File: config.mk
export PLATFORM = sky130hd
export DESIGN_NAME = register_file_flat
export DESIGN_NICKNAME = d
export VERILOG_FILES = /design/src/rtl/register_file_if.sv /design/src/rtl/register_file.sv /design/src/flat_wrapper.sv
export SDC_FILE = /design/constraint.sdc
export NUM_CORES = 2
export LEC_CHECK = 0
export ABC_AREA = 1
export BUFFER_PORTS_ARGS = -buffer_cell sky130_fd_sc_hd__buf_2
export CAP_MARGIN = 40
export CELL_PAD_IN_SITES_DETAIL_PLACEMENT = 1
export CELL_PAD_IN_SITES_GLOBAL_PLACEMENT = 1
export CORE_MARGIN = 2
export CORE_UTILIZATION = 35
export CTS_CLUSTER_DIAMETER = 150
export DETAILED_ROUTE_END_ITERATION = 10
export PLACE_DENSITY = 0.66
export SLEW_MARGIN = 15
export SYNTH_ARGS = -nofsm -noshare
export SYNTH_HDL_FRONTEND = slang
export SYNTH_SLANG_ARGS = --single-unit
File: constraint.sdc
create_clock -name clk -period 3.5 [get_ports clk]
set_input_delay 0.175 -clock clk [delete_from_list [all_inputs] [get_ports clk]]
set_output_delay 0.175 -clock clk [all_outputs]
set_load 0.05 [all_outputs]
File: src/rtl/register_file_if.sv
// Register-file access bus: two combinational read ports, one write port, plus the externally owned R15 value.
interface register_file_if #(
    parameter int DATA_WIDTH = 32
);
    logic                  WE3;
    logic [3:0]            A1;
    logic [3:0]            A2;
    logic [3:0]            A3;
    logic [DATA_WIDTH-1:0] WD3;
    logic [DATA_WIDTH-1:0] R15;
    logic [DATA_WIDTH-1:0] RD1;
    logic [DATA_WIDTH-1:0] RD2;

    modport master (
        output WE3, A1, A2, A3, WD3, R15,
        input  RD1, RD2
    );

    modport slave (
        input  WE3, A1, A2, A3, WD3, R15,
        output RD1, RD2
    );
endinterface

File: src/rtl/register_file.sv
// ARMv4 register file: R0..R14 stored, R15 (PC+8) taken from the bus, two async reads, one sync write.
// Optional macro REGFILE_WRITE_BYPASS_EN forwards WD3 to a read port addressing the register being written.
module register_file #(
    parameter int DATA_WIDTH = 32
) (
    input  logic           clk,
    input  logic           rst,
    register_file_if.slave rf
);
    localparam int NUM_REGS = 15;

    logic [DATA_WIDTH-1:0] regs_q [0:NUM_REGS-1];
    logic [DATA_WIDTH-1:0] regs_d [0:NUM_REGS-1];
    logic [DATA_WIDTH-1:0] rd1_s;
    logic [DATA_WIDTH-1:0] rd2_s;
    logic                  wr_en_s;

    // Address 15 is the PC, owned by fetch, so it is never a write target.
    assign wr_en_s = rf.WE3 && (rf.A3 != 4'd15);

    // Next-state: only the addressed register picks up WD3.
    always_comb begin
        for (int i = 0; i < NUM_REGS; i++) begin
            if (wr_en_s && (rf.A3 == 4'(i))) begin
                regs_d[i] = rf.WD3;
            end else begin
                regs_d[i] = regs_q[i];
            end
        end
    end

    // Storage update; reset wins over any write in the same cycle.
    always_ff @(posedge clk) begin
        for (int i = 0; i < NUM_REGS; i++) begin
            if (rst) begin
                regs_q[i] <= {DATA_WIDTH{1'b0}};
            end else begin
                regs_q[i] <= regs_d[i];
            end
        end
    end

    // Read muxes: start from R15 and override with a stored register when the address matches.
    always_comb begin
        rd1_s = rf.R15;
        rd2_s = rf.R15;
        for (int i = 0; i < NUM_REGS; i++) begin
            if (rf.A1 == 4'(i)) begin
                rd1_s = regs_q[i];
            end else begin
                rd1_s = rd1_s;
            end
            if (rf.A2 == 4'(i)) begin
                rd2_s = regs_q[i];
            end else begin
                rd2_s = rd2_s;
            end
        end
`ifdef REGFILE_WRITE_BYPASS_EN
        if (wr_en_s && !rst && (rf.A1 == rf.A3)) begin
            rd1_s = rf.WD3;
        end else begin
            rd1_s = rd1_s;
        end
        if (wr_en_s && !rst && (rf.A2 == rf.A3)) begin
            rd2_s = rf.WD3;
        end else begin
            rd2_s = rd2_s;
        end
`endif
    end

    assign rf.RD1 = rd1_s;
    assign rf.RD2 = rd2_s;
endmodule

File: src/flat_wrapper.sv
// flat-port wrapper written by rule: the top's interface ports become plain ports
module register_file_flat 
#(
    parameter int DATA_WIDTH = 32
)
  (clk, rst, rf_WE3, rf_A1, rf_A2, rf_A3, rf_WD3, rf_R15, rf_RD1, rf_RD2);
  register_file_if #(.DATA_WIDTH(DATA_WIDTH)) rf_i ();
  input  logic clk;
  input  logic rst;
  input wire logic [$bits(rf_i.WE3)-1:0] rf_WE3;
  input wire logic [$bits(rf_i.A1)-1:0] rf_A1;
  input wire logic [$bits(rf_i.A2)-1:0] rf_A2;
  input wire logic [$bits(rf_i.A3)-1:0] rf_A3;
  input wire logic [$bits(rf_i.WD3)-1:0] rf_WD3;
  input wire logic [$bits(rf_i.R15)-1:0] rf_R15;
  output wire logic [$bits(rf_i.RD1)-1:0] rf_RD1;
  output wire logic [$bits(rf_i.RD2)-1:0] rf_RD2;
  assign rf_i.WE3 = rf_WE3;
  assign rf_i.A1 = rf_A1;
  assign rf_i.A2 = rf_A2;
  assign rf_i.A3 = rf_A3;
  assign rf_i.WD3 = rf_WD3;
  assign rf_i.R15 = rf_R15;
  assign rf_RD1 = rf_i.RD1;
  assign rf_RD2 = rf_i.RD2;
  register_file #(.DATA_WIDTH(DATA_WIDTH)) u_core (.clk(clk), .rst(rst), .rf(rf_i));
endmodule
==> flow_summary.json <==
{
  "outcome": "completed",
  "synthDominantAreaCellType": "sky130_fd_sc_hd__dfxtp_1",
  "dr.pass1.iters": 5,
  "clock-sinks": 480,
  "grt_start_max_net_pins": 120,
  "synth_top_cells_by_count": "sky130_fd_sc_hd__nand2_1, sky130_fd_sc_hd__a21oi_1, sky130_fd_sc_hd__dfxtp_1",
  "timing.final.ws_setup_ps": 94.5,
  "post_drt_via_cell_ratio": 5.57,
  "min_period_over_period_pct": 97.3,
  "most_heavily_used_metal_layer_in_global_routing": "met2",
  "die_width_um": 285,
  "io_buffers": 142,
  "fillerInstances": 10400,
  "layout-drive-gt1-share_pct": 10.9,
  "postSynthCellCount": 4612,
  "power.sequential.fraction_pct": 36.7,
  "synth.most_common_cell": "sky130_fd_sc_hd__nand2_1",
  "crit_top_cell": "sky130_fd_sc_hd__nand2_1",
  "clkTransAtPathRegs_ps": 60,
  "die_y_um": 285,
  "cp_max_fo": 3,
  "route.final.wire_length_mm": 136,
  "critPathKind": "flop to primary output",
  "clock_latency_late_sink_ps": 650,
  "leak_pwr_nw": 13.0,
  "place_congestion": 0.914,
  "drc": 0,
  "ys_top_cells_by_area": "sky130_fd_sc_hd__dfxtp_1, sky130_fd_sc_hd__nand2_1, sky130_fd_sc_hd__a21oi_1",
  "cts_tree": "yes",
  "timing.max_slew.rel_slack_pct": 33.0,
  "cts_htree_levels": 2,
  "timing.clock.skew_ps": 0,
  "worst_r2r_endpoint": "u_core.regs_q[1][79]",
  "grt_util_met2_pct": 49.3,
  "design.portCount": 143,
  "internal_power_w": 0.0102,
  "ff2ff_setup_slack_ps": 2730,
  "r2r_path_start": "u_core.regs_q[1][79]",
  "synth.yosys.warnings": 0,
  "period_needed_ps": 3410,
  "timing.critical_path.slowest_stage_cell": "sky130_fd_sc_hd__o211ai_1",
  "synth.yosys.seq_area_share_pct": 34.8,
  "design.die.area_mm2": 0.0811,
  "number_of_enable_type_register_cells_in_the_synthesized_netlist": 0,
  "timing_worst_slew_pin_value_ps": 1010,
  "worstPathArrival_ps": 3230,
  "postSynthNetCount": 4691,
  "holdPathStages": 3,
  "fmaxAchievable_mhz": 294,
  "asyncSetResetFlopFracSynth_pct": 0,
  "setup_viol": 0,
  "min_from": "rf_WD3[27]",
  "power.net_switching_w": 0.00500,
  "grt_util_met1_pct": 47.0,
  "syn-mean-instance-area_um2": 5.98,
  "tritoncts.num_buffers": 61,
  "worst_path_dominant_cell_family": "simple AND/OR/NAND/NOR gates",
  "crit_chain": "nand3_1, nand3_1, o21ai_0, o211ai_1, o211ai_1, nand2_1, nand3_1, nand2_1, nand3_1, nand3_2, nand2_1, nand2_1, nand2_1, nand2_1, nand2_1, nand2_2, buf_8",
  "global_route_met3_usage_pct": 4.27,
  "initial_core_util_pct": 35.5,
  "cts_root_buffer": "sky130_fd_sc_hd__clkbuf_16",
  "endpoint_kind": "primary output",
  "hold-path-endpoint": "u_core.regs_q[0][27]",
  "max_flop_register": "u_core.regs_q",
  "row_count": 102,
  "layout-area-overhead-vs-synth_pct": 15.8,
  "maximum_resistive_drop_on_vdd_mv": 0.409,
  "gr-usage-all-layers_pct": 32.6,
  "pwr_density_cell_mw_per_mm2": 477,
  "dr.first_iter.drc_count": 3043,
  "cap_viol_max_count": 0,
  "clock_power_share_pct": 44.2,
  "synth.cell_area_mm2": 0.0276,
  "path_buf_inv": 1,
  "report.final.hold_viol_count": 0,
  "number_of_flip_flops_in_the_largest_register": 480,
  "detailroute.via_count": 31800,
  "first_pass_grt_wire_length_mm": 203,
  "wire_per_inst_um": 23.8,
  "worst_setup_path_start_kind": "flop",
  "ff2ff_path_depth": 2,
  "power.switching_fraction_pct": 32.8,
  "max_stage_delay_ps": 440,
  "grt_setup_unrepaired": "yes",
  "synth_cell_types": 33,
  "postSynthRegisterBits": 480,
  "critPathRequiredTime_ps": 3320,
  "maxSlewViolCount": 0,
  "p_comb_share_pct": 19.0,
  "via_count_of_the_first_global_routing_pass": 30700,
  "postRouteAntennaNets": 0,
  "grt_overflow_total": 0,
  "cts_max_path_bufs": 3,
  "finalNetCount": 4691,
  "largestRegisters": "u_core.regs_q x480",
  "dp_hpwl_mm": 93.2,
  "final-instance-count-excl-fill": 5704,
  "fp.coreArea_mm2": 0.0777,
  "hold-worst-slack_ps": 39.4,
  "dp_cells": 5587,
  "grt_antenna_before_repair": 2,
  "dominantRegCellSynth": "sky130_fd_sc_hd__dfxtp_1",
  "hold_path_class": "input port to flop",
  "cp_num_cells": 17,
  "placement.setup.worst_slack_ps": 142,
  "synth_top_area_share_pct": 34.8
}
-- layer usage --
layer  wire [µm]  share of wire (%)
met3        9170                6.8
met2       58200                 43
met4        5420                4.0
met5          13             0.0096
met1       62800                 46
-- layout by cell type (no fill, tap or decap), types with 7 or more instances in the layout --
| master | n |
|---|---|
| sky130_fd_sc_hd__nand2_1 | 1748 |
| sky130_fd_sc_hd__a21oi_1 | 582 |
| sky130_fd_sc_hd__dfxtp_1 | 480 |
| sky130_fd_sc_hd__inv_1 | 354 |
| sky130_fd_sc_hd__nand3_1 | 299 |
| sky130_fd_sc_hd__o21ai_0 | 210 |
| sky130_fd_sc_hd__nor2_1 | 204 |
| sky130_fd_sc_hd__buf_2 | 136 |
| sky130_fd_sc_hd__buf_4 | 120 |
| sky130_fd_sc_hd__a211oi_1 | 110 |
| sky130_fd_sc_hd__clkbuf_16 | 61 |
| sky130_fd_sc_hd__o211ai_1 | 51 |
| sky130_fd_sc_hd__or2_2 | 49 |
| sky130_fd_sc_hd__o21ai_1 | 42 |
| sky130_fd_sc_hd__nor2_2 | 31 |
| sky130_fd_sc_hd__buf_12 | 25 |
| sky130_fd_sc_hd__clkbuf_8 | 21 |
| sky130_fd_sc_hd__inv_2 | 19 |
| sky130_fd_sc_hd__nand4_1 | 19 |
| sky130_fd_sc_hd__clkinv_2 | 12 |
| sky130_fd_sc_hd__clkbuf_1 | 12 |
| sky130_fd_sc_hd__or2_0 | 10 |
| sky130_fd_sc_hd__clkinv_1 | 7 |
| sky130_fd_sc_hd__a31oi_1 | 7 |
| sky130_fd_sc_hd__buf_8 | 7 |
-- worst reg2reg max path, cell delays in order (launching register included) --
cell,delay [ps]
sky130_fd_sc_hd__dfxtp_1,420
sky130_fd_sc_hd__nand2_1,80
sky130_fd_sc_hd__a21oi_1,180
-- stage by stage --
step | setup TNS [ps] | utilization (%) | cell area, µm² | power [W]
5_1_grt | -10.7 | 41.1 | 31900 | 0.0157
2_1_floorplan | 0 | - | 27600 | 0.00736
6_report | 0 | 41.1 | 31900 | 0.0152
3_3_place_gp | 0 | 38.1 | 29600 | 0.00853
3_5_place_dp | 0 | 38.3 | 29700 | 0.00856
4_1_cts | 0 | 41.0 | 31900 | 0.0153
-- power groups by stage --
| stage | Sequential [W] | Clock (W) | Combinational, W |
|---|---|---|---|
| after CTS | 0.00560 | 0.00681 | 0.00285 |
| after detailed placement | 0.00571 | 0 | 0.00284 |
| final | 0.00560 | 0.00674 | 0.00290 |
| after floorplan | 0.00570 | 0 | 0.00166 |
| after global routing | 0.00560 | 0.00702 | 0.00309 |
| after global placement | 0.00571 | 0 | 0.00282 |
-- worst max path at each step --
stage	from	to	slack, ps
finish	u_core.regs_q[0][13]	rf_RD1[13]	90
floorplan	rf_A1[3]	rf_RD1[20]	1010
detailed placement	rf_A1[3]	rf_RD1[7]	140
CTS	u_core.regs_q[0][7]	rf_RD1[7]	4
global route	u_core.regs_q[0][13]	rf_RD1[13]	-10
global placement	rf_A1[3]	rf_RD1[7]	150
-- timing repair --
item,CTS,global route
endpoints found under the setup margin,0,9
buffers inserted,0,0
endpoints found under the hold margin,4,0
resized for setup,0,22
hold buffers,1,0
-- final cells by class --
cell class              count  area (µm²)  share of cell area, %
multi-input cells        3396       15200                   47.7
flip-flops and latches    480        9610                   30.1
repair buffers            293        2270                   7.12
clock buffers              94        1860                   5.82
inverters                 380        1430                   4.47
well taps                1040        1300                   4.07
clock inverters            20         248                  0.776
diodes                      1        2.50                0.00783
-- kinds of logic (layout without fill, tap and decap cells) --
group	count (synthesis)	after routing	share of synthesized area, %
AND/OR/NAND/NOR	2378	2378	34.7
AO/OA/AOI/OAI	1018	1018	20.1
buffers and inverters	736	787	10.4
flip-flops	480	480	34.8
other	0	1	0
Power figures use the tool's default switching activity.
